$ cat src/rtl/pair_hsmooth_pkg.sv
// Shared types and widths for the two-pixel-per-clock horizontal smoother.
// Channel index 0 = R, 1 = G, 2 = B inside an rgb_t.
package pair_hsmooth_pkg;

  localparam int PIX_W = 8;
  localparam int SUM_W = 10;
  localparam int NCH   = 3;

  typedef logic [PIX_W-1:0]           pix_t;
  typedef logic [NCH-1:0][PIX_W-1:0]  rgb_t;

  // Counter width that stays legal for a range of a single value.
  function automatic int cnt_w(input int n);
    return (n > 1) ? $clog2(n) : 1;
  endfunction

endpackage

$ cat src/rtl/pair_hsmooth_tap3.sv
// Combinational [1 2 1]/4 kernel with rounding for one channel of one pixel.
// The worst-case sum is 1022, so the 10-bit sum never overflows.
module hsmooth_tap3
  import pair_hsmooth_pkg::*;
(
  input  pix_t p_prev,
  input  pix_t p_cur,
  input  pix_t p_next,
  output pix_t y
);

  logic [SUM_W-1:0] sum;

  assign sum = SUM_W'(p_prev) + {1'b0, p_cur, 1'b0} + SUM_W'(p_next) + SUM_W'(2);
  assign y   = sum[SUM_W-1:2];

endmodule

$ cat src/rtl/pair_hsmooth.sv
// Streaming 3-tap horizontal smoother on a two-pixel-per-clock RGB stream,
// with edge replication at row boundaries and a sticky frame-done flag.
module pair_hsmooth
  import pair_hsmooth_pkg::*;
#(
  parameter int WIDTH  = 768,
  parameter int HEIGHT = 512
) (
  input  logic             HCLK,
  input  logic             HRESETn,
  input  logic             VSYNC,
  input  logic             HSYNC,
  input  logic [PIX_W-1:0] DATA_R0,
  input  logic [PIX_W-1:0] DATA_G0,
  input  logic [PIX_W-1:0] DATA_B0,
  input  logic [PIX_W-1:0] DATA_R1,
  input  logic [PIX_W-1:0] DATA_G1,
  input  logic [PIX_W-1:0] DATA_B1,
  output logic             VSYNC_O,
  output logic             HSYNC_O,
  output logic [PIX_W-1:0] DATA_R0_O,
  output logic [PIX_W-1:0] DATA_G0_O,
  output logic [PIX_W-1:0] DATA_B0_O,
  output logic [PIX_W-1:0] DATA_R1_O,
  output logic [PIX_W-1:0] DATA_G1_O,
  output logic [PIX_W-1:0] DATA_B1_O,
  output logic             ctrl_done
);

  localparam int PAIRS = WIDTH / 2;
  localparam int COL_W = cnt_w(PAIRS);
  localparam int ROW_W = cnt_w(HEIGHT);
  localparam logic [COL_W-1:0] COL_LAST = COL_W'(PAIRS - 1);
  localparam logic [ROW_W-1:0] ROW_LAST = ROW_W'(HEIGHT - 1);

  rgb_t in_p0, in_p1;
  rgb_t cur_p0_reg, cur_p1_reg, prev_reg;
  rgb_t out_p0_reg, out_p1_reg;
  rgb_t y_p0, y_p1, next_pix;
  logic cur_v_reg, cur_last_reg, cur_flast_reg;
  logic hsync_o_reg, vsync_o_reg, done_reg;
  logic [COL_W-1:0] col_reg;
  logic [ROW_W-1:0] row_reg;
  logic emit_last, emit, col_wrap;

  assign in_p0 = {DATA_B0, DATA_G0, DATA_R0};
  assign in_p1 = {DATA_B1, DATA_G1, DATA_R1};

  // The row's last pair closes on its own right neighbour so that a
  // back-to-back pair from the next row is never mixed in.
  assign emit_last = cur_v_reg & cur_last_reg;
  assign emit      = emit_last | (cur_v_reg & HSYNC);
  assign next_pix  = emit_last ? cur_p1_reg : in_p0;
  assign col_wrap  = (col_reg == COL_LAST);

  genvar gi;
  generate
    for (gi = 0; gi < NCH; gi++) begin : g_ch
      hsmooth_tap3 u_tap_p0 (
        .p_prev (prev_reg[gi]),
        .p_cur  (cur_p0_reg[gi]),
        .p_next (cur_p1_reg[gi]),
        .y      (y_p0[gi])
      );
      hsmooth_tap3 u_tap_p1 (
        .p_prev (cur_p0_reg[gi]),
        .p_cur  (cur_p1_reg[gi]),
        .p_next (next_pix[gi]),
        .y      (y_p1[gi])
      );
    end
  endgenerate

  always_ff @(posedge HCLK or negedge HRESETn) begin
    if (!HRESETn) begin
      cur_p0_reg    <= '0;
      cur_p1_reg    <= '0;
      prev_reg      <= '0;
      out_p0_reg    <= '0;
      out_p1_reg    <= '0;
      cur_v_reg     <= 1'b0;
      cur_last_reg  <= 1'b0;
      cur_flast_reg <= 1'b0;
      hsync_o_reg   <= 1'b0;
      vsync_o_reg   <= 1'b0;
      done_reg      <= 1'b0;
      col_reg       <= '0;
      row_reg       <= '0;
    end else begin
      vsync_o_reg <= VSYNC;
      hsync_o_reg <= emit;
      if (emit) begin
        out_p0_reg <= y_p0;
        out_p1_reg <= y_p1;
      end

      // Setting wins if a new frame's first pair arrives on the same edge.
      if (emit_last && cur_flast_reg)
        done_reg <= 1'b1;
      else if (HSYNC)
        done_reg <= 1'b0;

      if (HSYNC) begin
        cur_p0_reg    <= in_p0;
        cur_p1_reg    <= in_p1;
        cur_v_reg     <= 1'b1;
        cur_last_reg  <= col_wrap;
        cur_flast_reg <= col_wrap && (row_reg == ROW_LAST);
        prev_reg      <= (col_reg == '0) ? in_p0 : cur_p1_reg;
        col_reg       <= col_wrap ? '0 : col_reg + 1'b1;
        if (col_wrap)
          row_reg <= (row_reg == ROW_LAST) ? '0 : row_reg + 1'b1;
      end else if (emit_last) begin
        cur_v_reg <= 1'b0;
      end
    end
  end

  assign VSYNC_O   = vsync_o_reg;
  assign HSYNC_O   = hsync_o_reg;
  assign ctrl_done = done_reg;
  assign DATA_R0_O = out_p0_reg[0];
  assign DATA_G0_O = out_p0_reg[1];
  assign DATA_B0_O = out_p0_reg[2];
  assign DATA_R1_O = out_p1_reg[0];
  assign DATA_G1_O = out_p1_reg[1];
  assign DATA_B1_O = out_p1_reg[2];

endmodule

$ cat config.mk
export PLATFORM = sky130hd
export DESIGN_NAME = pair_hsmooth
export DESIGN_NICKNAME = d
export VERILOG_FILES = /design/src/rtl/pair_hsmooth_pkg.sv /design/src/rtl/pair_hsmooth_tap3.sv /design/src/rtl/pair_hsmooth.sv
export SDC_FILE = /design/constraint.sdc
export NUM_CORES = 1
export LEC_CHECK = 0
export ABC_CLOCK_PERIOD_IN_PS = 2700
export BUFFER_PORTS_ARGS = -buffer_cell sky130_fd_sc_hd__buf_2
export CAP_MARGIN = 20
export CORE_MARGIN = 2
export CORE_UTILIZATION = 50
export CTS_BUF_LIST = sky130_fd_sc_hd__clkbuf_8
export CTS_CLUSTER_SIZE = 28
export DETAILED_ROUTE_END_ITERATION = 8
export GPL_TIMING_DRIVEN = 1
export PLACE_DENSITY = 0.72
export SLEW_MARGIN = 40
export SYNTH_ARGS = -nofsm -noshare
export SYNTH_HDL_FRONTEND = slang
export SYNTH_SLANG_ARGS = --single-unit
$ cat constraint.sdc
create_clock -name HCLK -period 2.7 [get_ports HCLK]
set_input_delay 0.405 -clock HCLK [delete_from_list [all_inputs] [get_ports HCLK]]
set_output_delay 0.405 -clock HCLK [all_outputs]
set_load 0.03 [all_outputs]
### Word level (Yosys, flattened, before mapping)

Cells that the tools add are included.

* RAM bits: 0
* latch bits: 0
* logic and storage cells: 62
* register bits: 144
* memories: 0
* ROM bits: 0

* mux-type cells: 8
* bitwise operators: 3
* equality and inequality tests: 2
* reduce and logical (&&, ||, !) cells: 6
* magnitude comparators: 0
* div/mod/pow operators: 0
* shift-type cells: 0
* multiply operators: 0
* $add $sub $neg: 20

Operator list (number)
* 10-bit by 2-bit adder with 10-bit output (second input constant): 6
* 10-bit by 8-bit adder with 10-bit output: 6
* 8-bit by 9-bit adder with 10-bit output: 6
* 24-bit 2-to-1 mux: 2
* 9-bit by 1-bit adder with 9-bit output (second input constant): 2
* 9-bit equality test (second input constant): 2
* 9-bit 2-to-1 mux: 2
* 9-bit zero test: 1
* 1-bit 2-to-1 mux: 4
* 2-bit nonzero test: 2
* 1-bit bitwise AND: 2
* 1-bit logical AND: 2
* 2-bit AND reduction: 1
* 1-bit OR: 1

### Logic depth before layout (Yosys ltp)

Gate-level depths: netlist of the first run.

* depth in word-level cells: 4
* gate-level depth with buffers: 13
* mapped depth without buffers: 10

### Cells and area by module

A second synthesis of the first run with hierarchy kept.

* cells, all modules: 783
* area, all modules: 8974.9 um^2

By module, submodules not included
* pair_hsmooth: cells each 447, instances 1, area each 6114.6 um^2
* hsmooth_tap3: cells each 56, instances 6, area each 476.7 um^2

### Least setup slack after synthesis of the first run

OpenSTA, ideal clock, no wires.

* path kind: register to register
* start: reg cur_last_reg
* end: reg out_p1_reg, in the netlist DATA_B1_O[5]
* library setup time: 0.126 ns
* period minus slack after synthesis: 2.917 ns
* data arrival time: 2.791 ns
* stages on the path, launching flop included: 14
* slack: -0.217 ns
* buffers on the path: 3
* cells stage by stage: dfrtp_1 and2_1 buf_6 clkbuf_1 nand2_1 nand2_1 fa_1 ha_1 clkbuf_1 a21o_1 a21o_1 nand2_1 o311ai_0 o32a_1

* word-level cells in the longest chain between the ends: 4
* elaborated cells between the ends (all ways): 5
* those cells by class: add/sub (2); mux (1); bitwise (2)

RTL lines
* start: declaration: RTL line pair_hsmooth.sv:40 `logic cur_v_reg, cur_last_reg, cur_flast_reg;`
* start signal: assignment: RTL line pair_hsmooth.sv:107 `cur_last_reg <= col_wrap;`
* 1-bit bitwise AND (*): RTL line pair_hsmooth.sv:51 `assign emit_last = cur_v_reg & cur_last_reg;`
* 24-bit 2-to-1 mux: RTL line pair_hsmooth.sv:53 `assign next_pix = emit_last ? cur_p1_reg : in_p0;`
* 10-bit by 8-bit adder with 10-bit output: RTL line pair_hsmooth_tap3.sv:14 `assign sum = SUM_W'(p_prev) + {1'b0, p_cur, 1'b0} + SUM_W'(p_next) + SUM_W'(2);`
* 10-bit by 2-bit adder with 10-bit output: RTL line pair_hsmooth_tap3.sv:14
* end signal: assignment: RTL line pair_hsmooth.sv:94 `out_p1_reg <= y_p1;`
* end: declaration: RTL line pair_hsmooth.sv:38 `rgb_t out_p0_reg, out_p1_reg;`

Mark *: on every way between the ends. The rest lies on a longest branch, timed or not.
A chain may end at the register's enable or synchronous reset.

### Final worst setup path of the first run

* start: reg cur_v_reg
* end: reg out_p1_reg, in the netlist DATA_B1_O[5]

* word-level cells in the longest chain between the ends: 4
* elaborated cells between the ends (all ways): 6
* those cells by class: add/sub (2); mux (1); bitwise (3)

RTL lines
* start: declaration: RTL line pair_hsmooth.sv:40
* start signal: assignment: RTL line pair_hsmooth.sv:81 `cur_v_reg <= 1'b0;`
* start signal: assignment: RTL line pair_hsmooth.sv:106 `cur_v_reg <= 1'b1;`
* start signal: assignment: RTL line pair_hsmooth.sv:114 `cur_v_reg <= 1'b0;`
* 1-bit bitwise AND: RTL line pair_hsmooth.sv:51
* 24-bit 2-to-1 mux: RTL line pair_hsmooth.sv:53
* 10-bit by 8-bit adder with 10-bit output: RTL line pair_hsmooth_tap3.sv:14
* 10-bit by 2-bit adder with 10-bit output: RTL line pair_hsmooth_tap3.sv:14

Several ways; a longest one is shown, not always the timed one.

==> results of run 1 <==
==> worst max-delay path: stages (launching register included) <==
cell and delay [ns]:
dfrtp_1 0.40, nand2_2 0.10, buf_6 0.14, buf_6 0.11, nand2_2 0.07, nand2_4 0.05
fa_1 0.59, ha_4 0.22, a21o_1 0.19, a21o_1 0.17, nand2_1 0.09, o311ai_2 0.11
o32a_1 0.37
==> metrics by stage <==
| stage | util (%) | hold WS (ns) |
|---|---|---|
| 3_3_place_gp | 56.6 | 0.437 |
| 4_1_cts | 59.5 | 0.0300 |
| 6_report | 61.4 | 0.0590 |
| 3_5_place_dp | 56.6 | 0.437 |
| 5_1_grt | 61.3 | 0.0368 |
| 2_1_floorplan | - | 0.109 |
==> cell type report <==
cell class / count / area, um2 / share of cell area [%]
Multi-Input combinational cell: 642 / 5120 / 48.4
Clock buffer: 23 / 317 / 2.99
Timing Repair Buffer: 149 / 930 / 8.79
Tap cell: 225 / 282 / 2.66
Inverter: 44 / 165 / 1.56
Sequential cell: 144 / 3600 / 34.1
Clock inverter: 8 / 149 / 1.41
Antenna cell: 5 / 12.5 / 0.118
==> what timing repair did <==
item,4_1_cts,5_1_grt
hold buffers,1,0
cloned,0,2
pin swaps,0,20
buffers inserted,0,6
setup endpoints to repair,9,15
hold endpoints to repair,58,0
resized for setup,7,44
==> logic make-up (layout without fill, tap and decap cells) <==
group | Yosys count | in the layout | synth area share, %
AOI/OAI and AO/OA | 197 | 197 | 14.5
DFF | 144 | 144 | 41.1
and+or+nand+nor | 256 | 256 | 13.3
adders and majority gates | 95 | 95 | 16.6
other | 0 | 5 | 0
xor gates and xnor gates | 31 | 31 | 3.10
muxes | 63 | 63 | 7.73
buffers and inverters | 83 | 224 | 3.74
==> final timing paths <==
path	from	slack (ns)	to
setup / recovery	cur_v_reg	-0.03	DATA_B1_O[5]
min in group asynchronous	HRESETn	0.51	row_reg[5]
hold reg to reg	DATA_R1_O[2]	0.47	DATA_R1_O[2]
setup reg to reg	cur_v_reg	-0.03	DATA_B1_O[5]
hold / removal	VSYNC	0.06	VSYNC_O
max in group asynchronous	HRESETn	1.51	cur_p0_reg[23]
==> layout by cell type, fill, tap and decap left out, drive strengths merged, types with 5 or more instances in the layout <==
| cell type | instances |
|---|---|
| a211oi | 6 |
| a21o | 15 |
| a21oi | 50 |
| a31oi | 8 |
| and3 | 8 |
| buf | 147 |
| clkbuf | 24 |
| dfrtp | 144 |
| diode | 5 |
| fa | 36 |
| ha | 59 |
| inv | 44 |
| mux2 | 38 |
| mux2i | 25 |
| nand2 | 139 |
| nand3 | 16 |
| nand4 | 9 |
| nor2 | 45 |
| nor3 | 13 |
| o211ai | 6 |
| o21a | 11 |
| o21ai | 65 |
| o221ai | 5 |
| o31ai | 8 |
| xnor2 | 13 |
| xor2 | 18 |
==> synthesized netlist by cell type, types with 4 or more instances <==
library cell  instances  area share, %
nor4b_1               4           0.40
o21ai_0              46            2.6
buf_2                 7           0.40
clkbuf_1             28            1.2
mux2_2               38            4.9
ha_1                 59            8.4
nand2b_1              4           0.29
a21oi_1              50            2.9
fa_1                 36            8.2
mux2i_1              25            2.9
a31oi_1               8           0.57
nand2_1             139            5.9
o31ai_1               8           0.68
nor2_1               45            1.9
nand4_1               8           0.57
nor3_1               13           0.74
dfrtp_1             144             41
or3_1                 4           0.29
and3_1                8           0.57
xor2_1               18            1.8
a21o_1               15            1.3
a211oi_1              6           0.51
xnor2_1              13            1.3
or4_1                 4           0.34
o21a_1               11           0.94
nand3_1              13           0.74
o21ai_1              19            1.1
o221ai_1              5           0.50
inv_1                43            1.8
==> power breakdown <==
group | switching [uW] | total [uW] | leakage [uW] | internal, uW
registers | 425 | 3100 | 0.00172 | 2670
logic | 2470 | 4220 | 0.00299 | 1750
clock network | 834 | 1990 | 0.000231 | 1150
total | 3730 | 9300 | 0.00495 | 5570
==> routing by layer <==
| layer | GRT usage, % | up-vias | routed length [um] |
|---|---|---|---|
| li1 | - | 3327 | - |
| met4 | 6.77 | 0 | 297 |
| met5 | 0 | - | 0 |
| met2 | 36.9 | 124 | 9900 |
| met3 | 5.22 | 24 | 857 |
| met1 | 29.7 | 3310 | 9020 |
==> run summary, run 1 <==
Tcrit/Tclk final -> 101%
Worst-Margin Slew -> 0.589 ns
Synth Instances -> 869
Hold path cells -> 1
GPL Wtd Cong -> 0.838
Crit Path Class -> reg -> reg
Post-synth EDFFs -> 0
CTS clk-pin slew, worst paths -> 0.08 ns
Final hold violations -> 0
DR WL/cell -> 16.2 um
Post-Syn Area -> 0.00877 mm2
Antenna-violating nets left -> 0
Starting Density -> 50.9%
Max Transition Viols Final -> 0
Clock Path Buffers -> 2
H-tree levels -> 4
Gr usage total -> 22.5%
DR vias/cell -> 5.47
FF-to-FF path depth -> 12
Final worst slack -> -0.0253 ns
Die H -> 136 um
Rel. slew slack -> 60.7%
TritonCTS buffer count -> 17
Syn. warnings -> 0
Largest net degree at the start of global routing -> 64
Grt ovf -> 0
Die width -> 136 um
Post-Syn Nets -> 1016
Drt drc -> 0
Clock sink count -> 144
Crit. End Element -> flop
# IOs -> 103
Final-stage net count -> 1145
Layout cell share with drive strength beyond 1 -> 26.0%
Seq/Total Area, Yosys -> 41.1%
Root Driver -> clkbuf_8
Post-DP HPWL -> 14700 um
Fmax -> 367 MHz
Post-DP Area -> 0.00975 mm2
TritonCTS clock tree -> built
Mean Syn Cell Area -> 10.1 um2
Placeable Area -> 0.0172 mm2
Worst hold path class -> in -> reg
Filler cells -> 1407
Routed wire length -> 20100 um
Crit-path max FO -> 4
Power, Total -> 9300 uW
DR iter-0 viols -> 433
Setup TNS -> -0.0253 ns
Count of cell types in the netlist -> 54
Tmin final -> 2.73 ns
Asr flop ratio synth -> 100%
Initial antenna violation count -> 3
I/O Buffers -> 102
Vias in the first global route -> 6642
Pre-CTS worst setup slack -> -0.0725 ns
Failing checks -> negative setup slack
Pwr Density -> 880 mW/mm2
Critical path required time -> 3.04 ns
Status -> finished, violations left
Final setup vio count -> 1
Final std cells w/o fill -> 1240
First-pass GRT wire length -> 32500 um
Final instance area -> 0.0106 mm2
Latest clock arrival within the worst-skew pair -> 0.46 ns
Max cap viols -> 0
Post-Place Cells -> 1196
Die Area -> 0.0186 mm2
Total vias in the final route -> 6785
Clk_skew -> 0.0164 ns
Top FF cell, synth -> dfrtp_1
Lkg Pwr -> 0.00495 uW
Area Overhead vs Synth -> 20.6%
Number of synthesized register bits -> 144
Worst path arrival time -> 3.07 ns
Element type at the critical path start -> flop
RSZ-0062 raised after global routing -> true
Site row count -> 48
Worst vdd rail ir drop -> 0.000585 V
DRT Pass-1 Iters -> 5
Note: power is estimated with default switching activity, not from simulation.
==> run 2, diff against run 1 <==
Settings changed: SETUP_SLACK_MARGIN set to 0.5.
==> run 2 against run 1 <==
Compared with the run above: the flow still finishes with violations (negative setup slack); register-to-register slack got worse by 0.03 ns; worst hold slack got worse by 0.0036 ns; critical path depth fell by 1; final area rose by 8.4%; via count rose by 5.9%; sequential power barely moved; non-clock buffer count rose by 39; largest cell class unchanged; largest power group unchanged.
==> run summary, run 2 (synthesis gave the netlist of run 1 again) <==
Clock sink count -> 144
Largest net degree at the start of global routing -> 113
Max Transition Viols Final -> 0
Tcrit/Tclk final -> 102%
Worst vdd rail ir drop -> 0.000585 V
Routed wire length -> 22900 um
Layout Utilization -> 66.5%
# IOs -> 103
Crit path depth -> 11
Slowest cell on crit path -> fa_1
Worst hold path class -> in -> reg
DR iter-0 viols -> 501
End of the critical path -> DATA_R1_O[5]
Grt ovf -> 0
Element type at the critical path start -> flop
Power, Total -> 10200 uW
Layout cell share with drive strength beyond 1 -> 38.7%
Worst-Margin Slew -> 0.715 ns
Drt drc -> 0
Met2 wire len -> 11900 um
Pwr Density -> 893 mW/mm2
DR WL/cell -> 17.9 um
Crit path cell chain -> and2_4, buf_6, nand2_2, nand2_2, fa_1, ha_4, a21o_1, a21o_1, nand2_1, o311ai_2, o32a_1
Worst path arrival time -> 3.09 ns
Final hold violations -> 0
Initial antenna violation count -> 1
Post-Place Cells -> 1195
Most common cell after layout, fill and taps aside -> dfrtp_1
Die H -> 136 um
Final-stage net count -> 1184
Placeable Area -> 0.0172 mm2
Fmax -> 363 MHz
Max cap viols -> 0
Post-DP HPWL -> 14700 um
FF-to-FF path depth -> 11
Tmin final -> 2.75 ns
Die width -> 136 um
I/O Buffers -> 102
Crit. End Element -> flop
Crit-path max FO -> 7
Vias in the first global route -> 7095
Status -> finished, violations left
Antenna-violating nets left -> 0
Root Driver -> clkbuf_8
Site row count -> 48
Commonest cells after routing, fill and taps aside -> 124 x dfrtp_1, 120 x nand2_1, 100 x buf_2, 58 x buf_4, 43 x inv_1
Final std cells w/o fill -> 1277
GPL Wtd Cong -> 0.875
RR Endpoint -> DATA_R1_O[5]
Rel. slew slack -> 52.1%
Final setup vio count -> 2
Failing checks -> negative setup slack
Critical path buffers and inverters -> 1
Setup crit start -> cur_v_reg
TritonCTS clock tree -> built
Area Overhead vs Synth -> 30.7%
Max stage delay on crit path -> 0.55 ns
Routed wl met3 -> 1040 um
Final worst slack -> -0.0543 ns
Reg-to-reg startpoint -> cur_v_reg
Hold path cells -> 1
Top Layer Used -> met4
Gr usage total -> 24.2%
RSZ-0062 raised after global routing -> true
TritonCTS buffer count -> 17
H-tree levels -> 4
DR vias/cell -> 5.62
Lkg Pwr -> 0.00518 uW
R2R Setup Slk -> -0.05 ns
DRT Pass-1 Iters -> 5
Metal-1 WL -> 9480 um
Clock Path Buffers -> 2
Critical path required time -> 3.04 ns
Starting Density -> 50.9%
Total vias in the final route -> 7183
Setup TNS -> -0.0640 ns
Hold slack -> 0.0553 ns
Latest clock arrival within the worst-skew pair -> 0.46 ns
Top Family by Delay on Critical Path -> compound AO/OA/AOI/OAI gates
Clk_skew -> 0.0119 ns
Filler cells -> 1283
First-pass GRT wire length -> 35200 um
Crit Path Class -> reg -> reg
Die Area -> 0.0186 mm2
CTS clk-pin slew, worst paths -> 0.07 ns
## run 2: worst reg2reg max path, delay by kind of cell, from the launching register on
kind                     cells  cell delay [ns]
AO/OA/AOI/OAI                4             0.85
AND/OR/NAND/NOR              4             0.44
adder cells (fa/ha/maj)      2             0.77
buffers and inverters        1             0.15
flip-flops                   1             0.42
## run 2: layer usage
| metal | up-vias | GRT usage [%] |
|---|---|---|
| met4 | 0 | 6.89 |
| li1 | 3389 | - |
| met1 | 3590 | 30.7 |
| met2 | 164 | 41.8 |
| met3 | 40 | 5.22 |
| met5 | - | 0 |
## run 2: through the flow
step           instance area, um2  worst slack (ns)
4_1_cts                     10800           -0.0164
3_5_place_dp                 9810            -0.160
5_1_grt                     11500            -0.147
2_1_floorplan                8900           -0.0605
6_report                    11500           -0.0543
3_3_place_gp                 9810           -0.0701
## run 2: repair_timing
action	in CTS	in global routing
gates cloned	0	0
pin swaps	57	87
endpoints found under the hold margin	60	0
setup buffers	32	15
hold buffers	1	0
setup endpoints to repair	39	41
gates resized for setup	81	115
## run 2: power by group
part / internal [uW] / switching [uW] / leakage (uW)
sequential: 2680 / 432 / 0.00170
combinational: 2410 / 3010 / 0.00328
clock: 869 / 840 / 0.000196
## run 2: worst min-delay path by stage
stage / end / slack [ns] / startpoint
final: VSYNC_O / 0.06 / VSYNC
after global routing: VSYNC_O / 0.03 / VSYNC
after CTS: VSYNC_O / 0.04 / VSYNC
after detailed placement: row_reg[3] / 0.44 / HRESETn
after global placement: row_reg[3] / 0.44 / HRESETn
after floorplan: DATA_B0_O[0] / 0.11 / HRESETn
## run 2: layout make-up
type	instances	area, um2	share of cell area, %
multi-input combinational	642	5690	49.7
inverter	44	165	1.44
timing repair buffer	188	1290	11.3
clock inverter	9	80.1	0.699
clock buffer	23	317	2.76
sequential	144	3630	31.7
antenna	2	5.00	0.0437
tap	225	282	2.46
==> run 3, diff against run 2 <==
Settings changed: ABC_CLOCK_PERIOD_IN_PS 2700 to 3500, PLACE_DENSITY 0.72 to 0.69, TNS_END_PERCENT set to 100.
Clock period 2.7 ns to 3.5 ns, I/O delays scaled along.
==> run 3 against run 2 <==
Compared with the run above: the run now ends clean; fmax fell by 4.2%; flip-flop and latch count did not move; die area did not move; largest power group unchanged; highest routed layer unchanged; via count fell by 7.3%; core utilization fell by 8.6 points.
==> run summary, run 3 (synthesis gave the netlist of run 1 again) <==
Status -> completed
Crit path cell chain -> and2_1, buf_6, nand2_1, nand2_1, fa_1, ha_1, nor3_2, nor2_2, nand3_2, nor4b_1, o32a_1
Post-Place Cells -> 1167
Pwr Density -> 680 mW/mm2
Total vias in the final route -> 6656
Latest clock arrival within the worst-skew pair -> 0.46 ns
Tcrit/Tclk final -> 82.1%
CP most frequent cell -> nand2_1
Layout cell share with drive strength beyond 1 -> 20.9%
Die Area -> 0.0186 mm2
Drt drc -> 0
Gr usage total -> 22.6%
Post-CTS Repair Setup Buffers -> 0
Crit Path Class -> reg -> reg
Starting Density -> 50.9%
TritonCTS clock tree -> built
Post-DP HPWL -> 14300 um
DR WL/cell -> 16.4 um
Initial antenna violation count -> 1
Element type at the critical path start -> flop
H-tree levels -> 4
Max stage delay on crit path -> 0.45 ns
Slowest cell on crit path -> dfrtp_2
Clk_skew -> 0.0115 ns
Max cap viols -> 0
Final instance area -> 0.00997 mm2
Max Transition Viols Final -> 0
First-pass GRT wire length -> 32600 um
Site row count -> 48
Commonest cells after routing, fill and taps aside -> 142 x dfrtp_1, 139 x nand2_1, 100 x buf_2, 58 x ha_1, 50 x a21oi_1
Filler cells -> 1517
Final std cells w/o fill -> 1198
Reg-to-reg startpoint -> cur_last_reg
Die H -> 136 um
Final setup vio count -> 0
Post-DP Area -> 0.00951 mm2
Critical path required time -> 3.85 ns
Hold slack -> 0.117 ns
Worst-Margin Slew -> 0.699 ns
Worst hold path class -> in -> async
GPL Wtd Cong -> 0.829
Die width -> 136 um
DRT Pass-1 Iters -> 4
R2R Setup Slk -> 0.63 ns
Most common cell after layout, fill and taps aside -> dfrtp_1
Fmax -> 348 MHz
Worst path arrival time -> 3.22 ns
Setup TNS -> 0 ns
Antenna-violating nets left -> 0
Crit-path max FO -> 18
Largest net degree at the start of global routing -> 89
Crit. End Element -> flop
Layout Utilization -> 57.9%
Vias in the first global route -> 6617
Clock sink count -> 144
# IOs -> 103
Area Overhead vs Synth -> 13.7%
CTS clk-pin slew, worst paths -> 0.08 ns
Lkg Pwr -> 0.00469 uW
Grt ovf -> 0
I/O Buffers -> 102
DR vias/cell -> 5.56
Routed wire length -> 19600 um
Clock Path Buffers -> 2
Final-stage net count -> 1108
Root Driver -> clkbuf_8
Rel. slew slack -> 53.4%
TritonCTS buffer count -> 17
FF-to-FF path depth -> 11
Worst vdd rail ir drop -> 0.000501 V
Setup crit start -> cur_last_reg
Placeable Area -> 0.0172 mm2
Tmin final -> 2.87 ns
RSZ-0062 raised after global routing -> false
Final hold violations -> 0
DR iter-0 viols -> 337
[run 3: path summary, 6_finish.rpt]
kind	to
max in group asynchronous	cur_v_reg
min in group HCLK	VSYNC_O
worst min-delay path	row_reg[3]
worst max-delay path	DATA_G1_O[5]
worst min register to register	DATA_R1_O[2]
worst max register to register	DATA_G1_O[5]
[run 3: layout make-up]
class | count | area, um2 | area share, %
clock buffer | 20 | 275 | 2.76
sequential | 144 | 3610 | 36.2
timing repair buffer | 112 | 617 | 6.18
inverter | 44 | 165 | 1.66
multi-input combinational | 642 | 4890 | 49.0
antenna | 1 | 2.50 | 0.0251
clock inverter | 10 | 136 | 1.37
tap | 225 | 282 | 2.82
[run 3: what timing repair did]
item / CTS / global route
gates resized for setup: 2 / 10
endpoints found under the setup margin: 4 / 15
pin swaps: 0 / 0
hold buffers: 0 / 0
[run 3: worst max-delay path, delay by kind of cell (launching register included)]
kind | cells | cell delay (ns)
compound gates | 1 | 0.33
buf+inv | 1 | 0.22
fa+ha+maj | 2 | 0.80
flops | 1 | 0.45
simple gates | 7 | 0.96
[run 3: per-layer routing]
| layer | share of wire [%] | track usage (%) | up-vias | wire, um |
|---|---|---|---|---|
| met3 | 4.0 | 4.51 | 25 | 788 |
| met4 | 1.7 | 7.12 | 0 | 326 |
| li1 | - | - | 3231 | - |
| met5 | 0 | 0 | - | 0 |
| met2 | 49 | 37.9 | 137 | 9680 |
| met1 | 45 | 29.4 | 3263 | 8820 |
[run 3: per-stage QoR]
stage | total power [uW] | setup WS (ns)
after floorplan | 4580 | 0.583
after global placement | 5330 | 0.553
after detailed placement | 5390 | 0.452
after CTS | 6820 | 0.515
after global routing | 7270 | 0.485
final | 6780 | 0.626
[run 3: power by group]
group | total (uW) | internal, uW | switching (uW) | leakage [uW]
Combinational | 3000 | 1180 | 1820 | 0.00277
Clock | 1400 | 751 | 650 | 0.000202
Sequential | 2380 | 2060 | 321 | 0.00172
Total | 6780 | 3990 | 2800 | 0.00469
